[src/rtl/mem_arbiter_ctrl.sv]
// rtl/mem_arbiter_ctrl.sv - two-port round-robin arbiter/sequencer owning a small scratch memory
//
// Optional feature macro: MEM_CLEAR_EN (post-reset clear sweep of every word).
//
// Ports:
//   clk_2, reset                  clock and synchronous active-high reset
//   req_a/we_a/addr_a/wdata_a     port A request (held until gnt_a)
//   gnt_a, rvalid_a, rdata_a      port A grant pulse, read-valid pulse, held read data
//   req_b/.../rdata_b             same for port B
//   busy                          high whenever the sequencer is not idle
//   last_grant                    0 = A granted last, 1 = B granted last
module mem_arbiter_ctrl #(
    parameter int ADDR_W = 2,
    parameter int DATA_W = 4
) (
    input  logic              clk_2,
    input  logic              reset,
    input  logic              req_a,
    input  logic              we_a,
    input  logic [ADDR_W-1:0] addr_a,
    input  logic [DATA_W-1:0] wdata_a,
    output logic              gnt_a,
    output logic              rvalid_a,
    output logic [DATA_W-1:0] rdata_a,
    input  logic              req_b,
    input  logic              we_b,
    input  logic [ADDR_W-1:0] addr_b,
    input  logic [DATA_W-1:0] wdata_b,
    output logic              gnt_b,
    output logic              rvalid_b,
    output logic [DATA_W-1:0] rdata_b,
    output logic              busy,
    output logic              last_grant
);

    localparam int DEPTH = 2 ** ADDR_W;

`ifdef MEM_CLEAR_EN
    typedef enum logic [1:0] {CLEAR, IDLE, ACCESS} state_t;
    localparam state_t RESET_STATE = CLEAR;
    logic [ADDR_W-1:0] clr_addr;
`else
    typedef enum logic [1:0] {IDLE, ACCESS} state_t;
    localparam state_t RESET_STATE = IDLE;
`endif

    state_t state, next_state;

    logic [DATA_W-1:0] mem [DEPTH];

    logic              owner;      // 0 = A, 1 = B for the access in flight
    logic              cap_we;
    logic [ADDR_W-1:0] cap_addr;
    logic [DATA_W-1:0] cap_wdata;

    logic take;    // a request is accepted on this edge
    logic win_b;   // winner of this cycle's arbitration

    always_ff @(posedge clk_2) begin
        if (reset) begin
            state <= RESET_STATE;
        end else begin
            state <= next_state;
        end
    end

    always_comb begin
        next_state = state;
        take       = 1'b0;
        win_b      = 1'b0;
        case (state)
`ifdef MEM_CLEAR_EN
            CLEAR: begin
                if (clr_addr == {ADDR_W{1'b1}}) begin
                    next_state = IDLE;
                end
            end
`endif
            IDLE: begin
                if (req_a || req_b) begin
                    take       = 1'b1;
                    next_state = ACCESS;
                    // On a tie the port that was not granted last wins.
                    win_b      = req_b && (!req_a || !last_grant);
                end
            end
            ACCESS: next_state = IDLE;
            default: next_state = RESET_STATE;
        endcase
    end

    assign busy  = (state != IDLE);
    assign gnt_a = (state == ACCESS) && !owner;
    assign gnt_b = (state == ACCESS) && owner;

    // Request capture; held for the single ACCESS cycle.
    always_ff @(posedge clk_2) begin
        if (take) begin
            cap_we    <= win_b ? we_b    : we_a;
            cap_addr  <= win_b ? addr_b  : addr_a;
            cap_wdata <= win_b ? wdata_b : wdata_a;
        end
    end

    // Storage is never reset directly; reset only suppresses writes.
    always_ff @(posedge clk_2) begin
        if (!reset) begin
`ifdef MEM_CLEAR_EN
            if (state == CLEAR) begin
                mem[clr_addr] <= '0;
            end
`endif
            if (state == ACCESS && cap_we) begin
                mem[cap_addr] <= cap_wdata;
            end
        end
    end

    always_ff @(posedge clk_2) begin
        if (reset) begin
            owner      <= 1'b0;
            last_grant <= 1'b1;
            rvalid_a   <= 1'b0;
            rvalid_b   <= 1'b0;
            rdata_a    <= '0;
            rdata_b    <= '0;
`ifdef MEM_CLEAR_EN
            clr_addr   <= '0;
`endif
        end else begin
            rvalid_a <= 1'b0;
            rvalid_b <= 1'b0;
`ifdef MEM_CLEAR_EN
            if (state == CLEAR) begin
                clr_addr <= clr_addr + 1'b1;
            end
`endif
            if (take) begin
                owner      <= win_b;
                last_grant <= win_b;
            end
            if (state == ACCESS && !cap_we) begin
                if (owner) begin
                    rdata_b  <= mem[cap_addr];
                    rvalid_b <= 1'b1;
                end else begin
                    rdata_a  <= mem[cap_addr];
                    rvalid_a <= 1'b1;
                end
            end
        end
    end

endmodule
[config.mk]
export PLATFORM = sky130hd
export DESIGN_NAME = mem_arbiter_ctrl
export DESIGN_NICKNAME = d
export VERILOG_FILES = /design/src/rtl/mem_arbiter_ctrl.sv
export SDC_FILE = /design/constraint.sdc
export NUM_CORES = 1
export LEC_CHECK = 0
export BUFFER_PORTS_ARGS = -buffer_cell sky130_fd_sc_hd__buf_2
export CORE_MARGIN = 2
export CORE_UTILIZATION = 56
export CTS_CLUSTER_DIAMETER = 80
export DETAILED_ROUTE_END_ITERATION = 10
export PLACE_DENSITY_LB_ADDON = 0.3
export REMOVE_ABC_BUFFERS = 1
export SYNTH_ARGS = -nofsm -noshare
export SYNTH_HDL_FRONTEND = slang
export SYNTH_SLANG_ARGS = --single-unit
[constraint.sdc]
create_clock -name clk_2 -period 2.7 [get_ports clk_2]
set_input_delay 0.675 -clock clk_2 [delete_from_list [all_inputs] [get_ports clk_2]]
set_output_delay 0.675 -clock clk_2 [all_outputs]
set_load 0.05 [all_outputs]
# Word level (Yosys, flattened, before mapping)
# Memory sizes are Yosys's and may differ from the RTL's. A register that Yosys moved wholly into a read port is not among the register bits.
# Index checks and enable logic that the tools add are counted.
[totals] ram_bits=16 elab_cells=43 register_bits=20 n_memories=1 input_bits=18 out_inout_bits=14
[op_classes] bitwise_logic=3 reduce_logical=16 mux=13
[memory_table] name="mem" words=4 width=4 rd=1 rd_clocked_by_memory_dff=1 wr=1 line_no="49" source="logic [DATA_W-1:0] mem [DEPTH];"
[op_table] operator="1-bit two-way mux" n=10
[op_table] operator="1-bit logical AND" n=5
[op_table] operator="1-bit zero test" n=4
[op_table] operator="2-bit two-way mux" n=2
[op_table] operator="4-bit two-way mux" n=1
[op_table] operator="2-bit AND reduction" n=2
[op_table] operator="2-bit OR reduction" n=2
[op_table] operator="1-bit NOT" n=3
[op_table] operator="2-bit zero test" n=1
[op_table] operator="1-bit logical OR" n=2

# Longest topological paths before layout
# Gate-level depths: netlist (run 1).
[logic_depth] word_depth=7 depth_mapped=5 mapped_depth_nobuf=4

# Worst setup path after synthesis (run 1)
# No wires, ideal clock.
[synth_timing] path_type="flip-flop to output port" start="register state[0]" end="output port gnt_a" t_required_ns=2.025 stages_incl_launch_ff=4 arrival_ns=1.526 path_buffers=1 slack_ns=0.499 cell_sequence="dfxtp_1 > buf_6 > inv_1 > nor2_1"
[synth_via] elab_chain_len=1
[synth_lines] item="start: declaration" line_no="47" source="state_t state, next_state;"
[synth_lines] item="start signal: assignment" line_no="63" source="state <= next_state;"
[synth_lines] item="1-bit logical AND" line_no="93" source="assign gnt_a = (state == ACCESS) && !owner;"
[synth_lines] item="end: declaration" line_no="22" source="output logic gnt_a,"
# Every way passes these cells.

# Worst setup path in the final report (run 1)
# Ends and elaborated chain as after synthesis.

==> impl_metrics.csv, run 1 <==
group,metric,value,unit
floorplan,dieWidth,55.7,µm
global_route,grt_max_degree,17,
floorplan,initial_core_util,0.598,
critical_path,crit_path_end_kind,"output port",
synth,yosys.area_share.xor_xnor,0,
synth,synth_ff_type,"edfxtp_1",
hold_path,hp-class,"flop to flop",
drt,vias,909,
place,gp_congestion,0.749,
synth,avgSynthCellArea,14.5,µm²
global_route,grt_usage,0.175,
synth,yosys.area.top_type,"edfxtp_1",
power_and_ir_drop,leakage,0.788,nW
sta,slew_viol_final,0,
drt,dr.pass1.iters,4,
layout,post-route-util,0.709,
clocking,cts_tree,"done",
power_and_ir_drop,power_density,722,nW/µm²
sta,min_period,2.05,ns
critical_path,r2r_slack,1.11,ns
floorplan,die_height,55.7,µm
clocking,cts_sinks,38,
synth,synth_top_cell_area_share,0.462,
layout,synthToLayoutAreaGrowth,18.6,%
drt,wl_per_cell,14.5,µm
flow_run,drv_cap,0,
drt,ant_nets,0,
critical_path,r2r_cells,3,
clocking,htree_levels,2,
synth,synth_compound_area_frac,0.0351,
synth,ys_types,23,
place,hpwlAfterDp,1870,µm
synth,synth_cells,103,
sta,fin_crit_sh,0.760,
drt,viasPerCell,5.35,
floorplan,rows,18,
sta,worst_pin_slew,0.370,ns
synth,synth_simple_gate_area_frac,0.105,
synth,synth-seq-area-share,0.663,
layout,fin_nets,157,
floorplan,die-area,3100,µm²
drt,first_iter_violations,20,
sta,relSlewSlack,0.752,
global_route,antenna_found_initial,0,
layout,drive_gt1_frac,0.357,
power_and_ir_drop,power,0.00128,W
clocking,clockRootBuffer,"clkbuf_4",
clocking,cts_buffer_depth,2,
synth,synthMuxAreaShare,0.164,
place,portBuffers,31,
critical_path,crit_required,2.03,ns
synth,async_flop_share,0,
hold_path,hold_depth,2,
synth,synth.most_common_cell,"edfxtp_1",
sta,rsz0062_at_grt,"no",
critical_path,rr_endpoint,"cap_wdata[3]$_DFFE_PP_",
hold_path,hold_start,"rdata_b[2]$_SDFFE_PP0P_",
global_route,grt_pass1_wl,4050,µm
critical_path,path_max_fanout,9,
sta,setup_tns,0,ns
synth,synthTopCellsByCount,"edfxtp_1, nor2_1, dfxtp_1",
clocking,hold_buffers,0,
synth,ys_ff_latch,38,
clocking,post_cts_buffers,0,
clocking,cts_resized,0,
drt,drc,0,
sta,hold_viol_final,0,
clocking,clock_latency,0.34,ns
critical_path,critPathLaunchType,"flop",
drt,routed_wl,2470,µm
layout,diodes,0,
sta,setup_viol,0,
floorplan,coreArea,2500,µm²
synth,synth-edff-count,23,
synth,synthesis.area,1500,µm²
critical_path,crit_arrival,1.38,ns
sta,skew,0.00938,ns
global_route,grt_pass1_vias,941,
sta,max_freq,0.488,GHz
critical_path,path_class,"flop to output port",
power_and_ir_drop,ir_worst_vdd,0.559,mV
critical_path,reg2reg_from,"state[0]$_SDFFE_PP0N_",
synth,synth_top_family_by_area,"multiplexers",
synth,yosysWarnings,0,
global_route,grt_overflow_total,0,
synth,synthTopCellsByArea,"edfxtp_1, dfxtp_1, mux4_2",
status,status,"complete, no violations",
floorplan,ios,32,
synth,synth_fa_ha_area_frac,0,
hold_path,hold_end,"rdata_b[2]$_SDFFE_PP0P_",
clocking,clk_pin_slew_worst_paths,0.11,ns
clocking,cts_buffers,5,
## registers in the layout (all words and copies together), names as in the netlist, 2 cells and up, named ones only
| signal | cells |
|---|---|
| cap_addr | 2 |
| rdata_b | 4 |
| cap_wdata | 4 |
| mem | 16 |
| rdata_a | 4 |
## layout make-up
cell class / count / area, µm²
repair buffers: 33 / 170
fillers: 172 / 727
multi-input cells: 56 / 454
inverters: 5 / 18.8
clock inverters: 3 / 63.8
flip-flops and latches: 38 / 991
well taps: 30 / 37.5
clock buffers: 5 / 37.5
## cell usage in the layout (no fill, tap or decap), types with 4 or more instances in the layout
cell      instances
buf_2            31
clkbuf_4          5
dfxtp_1          15
edfxtp_1         23
inv_1             5
mux2_4            5
mux2i_1           8
mux4_2            4
nand2_1           5
nor2_1           16
## critical path: stages (launching register included)
cell     delay, ns
dfxtp_1       0.51
inv_1         0.13
nor2_1        0.13
buf_2         0.27
## cells by family (layout without fill, tap and decap cells)
group | after synthesis | in the layout
mux | 17 | 17
buf+inv | 9 | 46
compound gates | 8 | 8
flops | 38 | 38
simple gates | 31 | 31
## stage by stage
step / cell area [µm²] / setup slack [ns] / hold slack (ns) / cells
after global routing: 1770 / 0.528 / 0.535 / 170
after global placement: 1670 / 0.833 / 0.470 / 162
after CTS: 1770 / 0.641 / 0.511 / 170
final: 1770 / 0.649 / 0.505 / 170
after detailed placement: 1670 / 0.794 / 0.484 / 162
after floorplan: 1460 / 0.488 / 0.459 / 99
## power breakdown
| group | switching [W] | total (W) | internal (W) |
|---|---|---|---|
| clock network | 0.000178 | 0.000463 | 0.000285 |
| registers | 0.0000272 | 0.000676 | 0.000649 |
| logic | 0.0000809 | 0.000140 | 0.0000595 |
## metal layers
metal	wire length [µm]	share of wire	global-route usage	vias up
li1	-	-	-	445
met1	965	0.39	0.183	424
met2	1300	0.53	0.311	33
met3	159	0.064	0.0721	7
met4	42	0.017	0.0662	0
met5	0	0	0	-
## how the worst max path moves through the flow
stage,endpoint,start,cells after the start
floorplan,gnt_a,state[0]$_SDFFE_PP0N_,2
global placement,cap_wdata[0]$_DFFE_PP_,req_a,4
detailed placement,cap_wdata[3]$_DFFE_PP_,req_a,4
CTS,gnt_a,state[0]$_SDFFE_PP0N_,3
global route,gnt_a,state[0]$_SDFFE_PP0N_,3
finish,gnt_a,state[0]$_SDFFE_PP0N_,3
No activity file was read; power rests on OpenSTA's default activity.
==> inputs of run 2 (changes only) <==
--- a/config.mk
+++ b/config.mk
@@ -7,7 +7,7 @@
 export LEC_CHECK = 0
 export BUFFER_PORTS_ARGS = -buffer_cell sky130_fd_sc_hd__buf_2
 export CORE_MARGIN = 2
-export CORE_UTILIZATION = 56
+export CORE_UTILIZATION = 47
 export CTS_CLUSTER_DIAMETER = 80
 export DETAILED_ROUTE_END_ITERATION = 10
 export PLACE_DENSITY_LB_ADDON = 0.3
==> constraint.sdc (replaced) <==
create_clock -name clk_2 -period 1.69 [get_ports clk_2]
set_input_delay 0.4225 -clock clk_2 [delete_from_list [all_inputs] [get_ports clk_2]]
set_output_delay 0.4225 -clock clk_2 [all_outputs]
set_load 0.05 [all_outputs]
==> run 2 against run 1 <==
Setup slack worse by 0.55 ns; critical path depth is 1 higher; core utilization is 12 points lower; first-iteration DRC count is 65% higher; sequential power is 60% higher; non-clock buffer count is 1 higher; count of clock-buffer cells in the layout is 1 higher; routed wire length is 5.2% lower; flip-flop and latch count stayed put; die area is 18% higher; power is 48% higher; cell count is 8.8% higher.
==> impl_metrics.csv, run 2 (synthesized netlist as in run 1, its figures left out) <==
group,metric,value,unit
clocking,hold_buffers,0,
sta,hold_viol_final,0,
floorplan,coreArea,3030,µm²
global_route,grt_overflow_total,0,
sta,max_freq,0.628,GHz
floorplan,rows,20,
critical_path,reg2reg_from,"last_grant$_SDFFE_PP1P_",
place,hpwlAfterDp,1810,µm
clocking,post_cts_buffers,0,
critical_path,crit_path_end_kind,"output port",
sta,fin_crit_sh,0.942,
layout,post-route-util,0.589,
power_and_ir_drop,power.switching,0.000451,W
sta,relSlewSlack,0.748,
clocking,cts_buffer_depth,2,
critical_path,critPathCapture,"gnt_a",
floorplan,dieWidth,60.4,µm
clocking,cts_buffers,5,
layout,drive_gt1_frac,0.369,
power_and_ir_drop,power.internal,0.00145,W
sta,worst_pin_slew,0.377,ns
drt,vias,896,
floorplan,initial_core_util,0.494,
place,portBuffers,31,
sta,slew_viol_final,0,
floorplan,die-area,3650,µm²
clocking,clockRootBuffer,"clkbuf_4",
layout,fill_cells,245,
clocking,cts_sinks,38,
power_and_ir_drop,p_clk_frac,0.311,
clocking,clock_latency,0.34,ns
power_and_ir_drop,ir_worst_vdd,0.629,mV
power_and_ir_drop,switching_share,0.238,
clocking,htree_levels,2,
critical_path,r2r_slack,0.24,ns
clocking,cts_tree,"done",
sta,min_period,1.59,ns
layout,fin_nets,158,
critical_path,startpoint,"state[0]$_SDFFE_PP0N_",
layout,design_area,1780,µm²
global_route,grt_pass1_vias,865,
critical_path,crit_required,1.27,ns
status,status,"complete, no violations",
drt,wl_per_cell,12.7,µm
sta,rsz0062_at_grt,"no",
floorplan,die_height,60.4,µm
drt,ant_nets,0,
drt,routed_wl,2340,µm
floorplan,ios,32,
critical_path,path_max_fanout,8,
critical_path,path_class,"flop to output port",
layout,final_cell_mix,"buf_2, edfxtp_1, nor2_1, dfxtp_1, mux2i_1",
global_route,grt_max_degree,17,
layout,largest_reg_flops,16,
layout,synthToLayoutAreaGrowth,19.3,%
critical_path,r2r_cells,3,
power_and_ir_drop,power_density,1060,nW/µm²
drt,first_iter_violations,33,
sta,skew,0.00600,ns
layout,mostFrequentLayoutCell,"buf_2",
place,gp_congestion,0.764,
power_and_ir_drop,pwr-share-comb,0.122,
critical_path,critPathLaunchType,"flop",
clocking,clk_pin_slew_worst_paths,0.11,ns
global_route,grt_usage,0.154,
drt,dr.pass1.iters,4,
layout,top_register,"mem",
sta,layout_setup_ws,0.0977,ns
hold_path,hp-class,"primary input to flop",
drt,drc,0,
sta,setup_viol,0,
flow_run,drv_cap,0,
power_and_ir_drop,leakage,0.781,nW
global_route,grt_pass1_wl,3920,µm
power_and_ir_drop,power.share.sequential,0.567,
drt,viasPerCell,4.84,
place,preCtsSetupSlack,0.0300,ns
critical_path,crit_arrival,1.17,ns
critical_path,rr_endpoint,"cap_we$_DFFE_PP_",
layout,diodes,0,
place,post_dp_cell_area,1700,µm²
global_route,antenna_found_initial,0,
## run 2: cell types whose count changed in the layout (fill, tap and decap cells not counted), sizes merged
cell | previous run | this run
clkbuf | 5 | 7
bufinv | 2 | 1
## run 2: layout make-up
cell class | count | area (µm²) | area share
flip-flops and latches | 38 | 992 | 0.556
multi-input cells | 56 | 457 | 0.256
repair buffers | 34 | 186 | 0.104
well taps | 44 | 55.1 | 0.0309
clock buffers | 6 | 41.3 | 0.0231
clock inverters | 2 | 33.8 | 0.0189
inverters | 5 | 18.8 | 0.0105
## run 2: worst max-delay path, cell delays in order (launching register included)
cell and delay [ns]:
dfxtp_2 0.34, buf_4 0.14, inv_1 0.08, nor2_2 0.12, buf_6 0.16
## run 2: metal layers
layer	global-route usage	part of all wire
met2	0.262	0.49
met1	0.171	0.43
met3	0.0640	0.061
met5	0	0
met4	0.0667	0.019
## run 2: worst min-delay path by stage
stage | from | endpoint | slack, ns | depth (start not counted)
CTS | wdata_a[2] | cap_wdata[2]$_DFFE_PP_ | 0.37 | 2
global route | wdata_b[1] | cap_wdata[1]$_DFFE_PP_ | 0.35 | 2
finish | wdata_b[1] | cap_wdata[1]$_DFFE_PP_ | 0.37 | 2
floorplan | cap_wdata[0]$_DFFE_PP_ | mem[0][0]$_DFFE_PP_ | 0.46 | 0
detailed placement | rdata_a[2]$_SDFFE_PP0P_ | rdata_a[2]$_SDFFE_PP0P_ | 0.48 | 2
global placement | rdata_b[0]$_SDFFE_PP0P_ | rdata_b[0]$_SDFFE_PP0P_ | 0.47 | 2
## run 2: power by group through the flow
stage | combinational [W] | clock, W | sequential, W
3_3_place_gp | 0.000221 | 0 | 0.00109
6_report | 0.000230 | 0.000590 | 0.00108
3_5_place_dp | 0.000229 | 0 | 0.00110
4_1_cts | 0.000231 | 0.000601 | 0.00108
5_1_grt | 0.000248 | 0.000643 | 0.00109
2_1_floorplan | 0.000121 | 0 | 0.00113
## run 2: repair_timing
item,CTS,global route
pin swaps,0,0
gates resized for setup,1,4
setup endpoints to repair,1,2
## run 2: through the flow
| step | setup TNS (ns) | cells | power, W | hold WS, ns |
|---|---|---|---|---|
| 3_3_place_gp | 0 | 177 | 0.00132 | 0.470 |
| 5_1_grt | 0 | 185 | 0.00198 | 0.350 |
| 3_5_place_dp | 0 | 177 | 0.00133 | 0.481 |
| 6_report | 0 | 185 | 0.00190 | 0.374 |
| 2_1_floorplan | -0.835 | 99 | 0.00125 | 0.459 |
| 4_1_cts | 0 | 185 | 0.00191 | 0.369 |
==> inputs of run 3 (changes only) <==
--- a/config.mk
+++ b/config.mk
@@ -6,11 +6,11 @@
 export NUM_CORES = 1
 export LEC_CHECK = 0
 export BUFFER_PORTS_ARGS = -buffer_cell sky130_fd_sc_hd__buf_2
-export CORE_MARGIN = 2
 export CORE_UTILIZATION = 47
 export CTS_CLUSTER_DIAMETER = 80
 export DETAILED_ROUTE_END_ITERATION = 10
 export PLACE_DENSITY_LB_ADDON = 0.3
+export RECOVER_POWER = 50
 export REMOVE_ABC_BUFFERS = 1
 export SYNTH_ARGS = -nofsm -noshare
 export SYNTH_HDL_FRONTEND = slang
==> run 3 against run 2 <==
Die area is 6.5% lower; sequential share of layout area is 0.35 points higher; sequential power hardly changed; register-to-register slack worse by 0.05 ns; via count is 4.4% higher; global-route usage is 0.87 points higher; critical path type unchanged; critical endpoint unchanged.
==> impl_metrics.csv, run 3 (synthesized netlist as in run 1, its figures left out) <==
group,metric,value,unit
status,status,"complete, no violations",
layout,mostFrequentLayoutCell,"buf_2",
global_route,use_met1,0.169,
clocking,cts_sinks,38,
global_route,grt_usage,0.163,
critical_path,r2r_cells,3,
clocking,htree_levels,2,
place,portBuffers,31,
critical_path,path_class,"flop to output port",
floorplan,die_height,58.4,µm
sta,setup_viol,0,
layout,register_area,992,µm²
sta,skew,0.00915,ns
layout,top_register,"mem",
sta,relSlewSlack,0.736,
clocking,clock_latency,0.34,ns
layout,diodes,0,
floorplan,rows,20,
floorplan,coreArea,3030,µm²
clocking,clockRootBuffer,"clkbuf_4",
critical_path,reg2reg_from,"last_grant$_SDFFE_PP1P_",
hold_path,hp-class,"primary input to flop",
power_and_ir_drop,ir_worst_vdd,0.478,mV
layout,fin_nets,159,
sta,slew_viol_final,0,
floorplan,ios,32,
global_route,grt_pass1_vias,890,
floorplan,die-area,3410,µm²
power_and_ir_drop,power_density,1010,nW/µm²
sta,max_freq,0.629,GHz
layout,largest_reg_flops,16,
global_route,antenna_found_initial,0,
critical_path,critPathLaunchType,"flop",
drt,wl_per_cell,12.6,µm
layout,fill_cells,250,
place,gp_congestion,0.806,
layout,multiInputGateArea,457,µm²
drt,routed_wl,2350,µm
sta,fin_crit_sh,0.941,
place,hpwlAfterDp,1850,µm
clocking,cts_buffer_depth,2,
flow_run,drv_cap,0,
floorplan,dieWidth,58.4,µm
critical_path,crit_arrival,1.17,ns
sta,worst_pin_slew,0.395,ns
drt,dr.pass1.iters,4,
global_route,grt_overflow_total,0,
drt,ant_nets,0,
hold_path,hold_depth,2,
layout,final_cell_mix,"buf_2, edfxtp_1, nor2_1, dfxtp_1, mux2i_1",
global_route,grt_max_degree,13,
clocking,clk_pin_slew_worst_paths,0.10,ns
global_route,grt_pass1_wl,3900,µm
drt,first_iter_violations,25,
drt,vias,935,
power_and_ir_drop,leakage,0.771,nW
critical_path,rr_endpoint,"cap_wdata[3]$_DFFE_PP_",
layout,synthToLayoutAreaGrowth,18.6,%
global_route,met3_usage,0.0725,
hold_path,hold_end,"owner$_SDFFE_PP0P_",
power_and_ir_drop,power,0.00179,W
layout,drive_gt1_frac,0.373,
sta,rsz0062_at_grt,"no",
sta,min_period,1.59,ns
critical_path,path_max_fanout,8,
global_route,grt_use_met2,0.281,
drt,viasPerCell,5.03,
clocking,cts_buffers,5,
sta,hold_viol_final,0,
hold_path,hold_start,"reset",
clocking,hold_buffers,0,
critical_path,crit_required,1.27,ns
floorplan,initial_core_util,0.494,
global_route,busiest_layer,"met2",
clocking,cts_tree,"done",
drt,drc,0,
critical_path,crit_path_end_kind,"output port",
layout,stdcell_count,186,
place,dp_cells,178,
critical_path,r2r_slack,0.19,ns
[run 3: cell count changes in the layout (fill, tap and decap cells not counted), sizes merged]
cell / delta
clkbuf: +2
buf: -1
bufinv: -1
clkinvlp: +1
[run 3: per-layer routing]
metal | vias up | part of all wire
li1 | 449 | -
met1 | 449 | 0.40
met2 | 33 | 0.51
met3 | 4 | 0.072
met4 | 0 | 0.015
met5 | - | 0
[run 3: what timing repair did]
item / in CTS / in global routing
hold endpoints to repair: 0 / 0
endpoints found under the setup margin: 1 / 2
gates resized for setup: 1 / 4
buffers inserted: 0 / 0
[run 3: power by group]
part	internal [W]	total, W	switching (W)
Combinational	0.000101	0.000233	0.000132
Sequential	0.00104	0.00108	0.0000395
Clock	0.000200	0.000485	0.000285
[run 3: per-stage QoR]
step	hold slack (ns)	setup TNS, ns	setup slack (ns)	cell area, µm²	utilization
after floorplan	0.459	-0.835	-0.270	1460	-
after global placement	0.470	0	0.0656	1700	0.563
after detailed placement	0.479	0	0.0182	1700	0.563
after CTS	0.329	0	0.0530	1770	0.585
after global routing	0.333	0	0.00430	1770	0.586
final	0.345	0	0.100	1770	0.586
[run 3: worst max-delay path by stage]
stage | endpoint | from | depth (start not counted) | slack [ns]
6_report | gnt_a | state[0]$_SDFFE_PP0N_ | 4 | 0.10
3_5_place_dp | cap_wdata[3]$_DFFE_PP_ | req_a | 4 | 0.02
4_1_cts | gnt_a | state[0]$_SDFFE_PP0N_ | 4 | 0.05
2_1_floorplan | gnt_a | state[0]$_SDFFE_PP0N_ | 2 | -0.27
3_3_place_gp | cap_wdata[0]$_DFFE_PP_ | req_a | 4 | 0.07
5_1_grt | gnt_a | state[0]$_SDFFE_PP0N_ | 4 | 0.004
[run 3: worst max-delay path, cell delays in order (launching register included)]
cell and delay, ns:
dfxtp_2 0.34, buf_4 0.14, inv_1 0.08, nor2_2 0.12
buf_6 0.16
[run 3: area by class of cell]
| class | instances | area share |
|---|---|---|
| inverters | 5 | 0.0106 |
| clock inverters | 2 | 0.00706 |
| repair buffers | 35 | 0.105 |
| flip-flops and latches | 38 | 0.560 |
| clock buffers | 6 | 0.0289 |
| multi-input cells | 56 | 0.258 |
| well taps | 44 | 0.0311 |
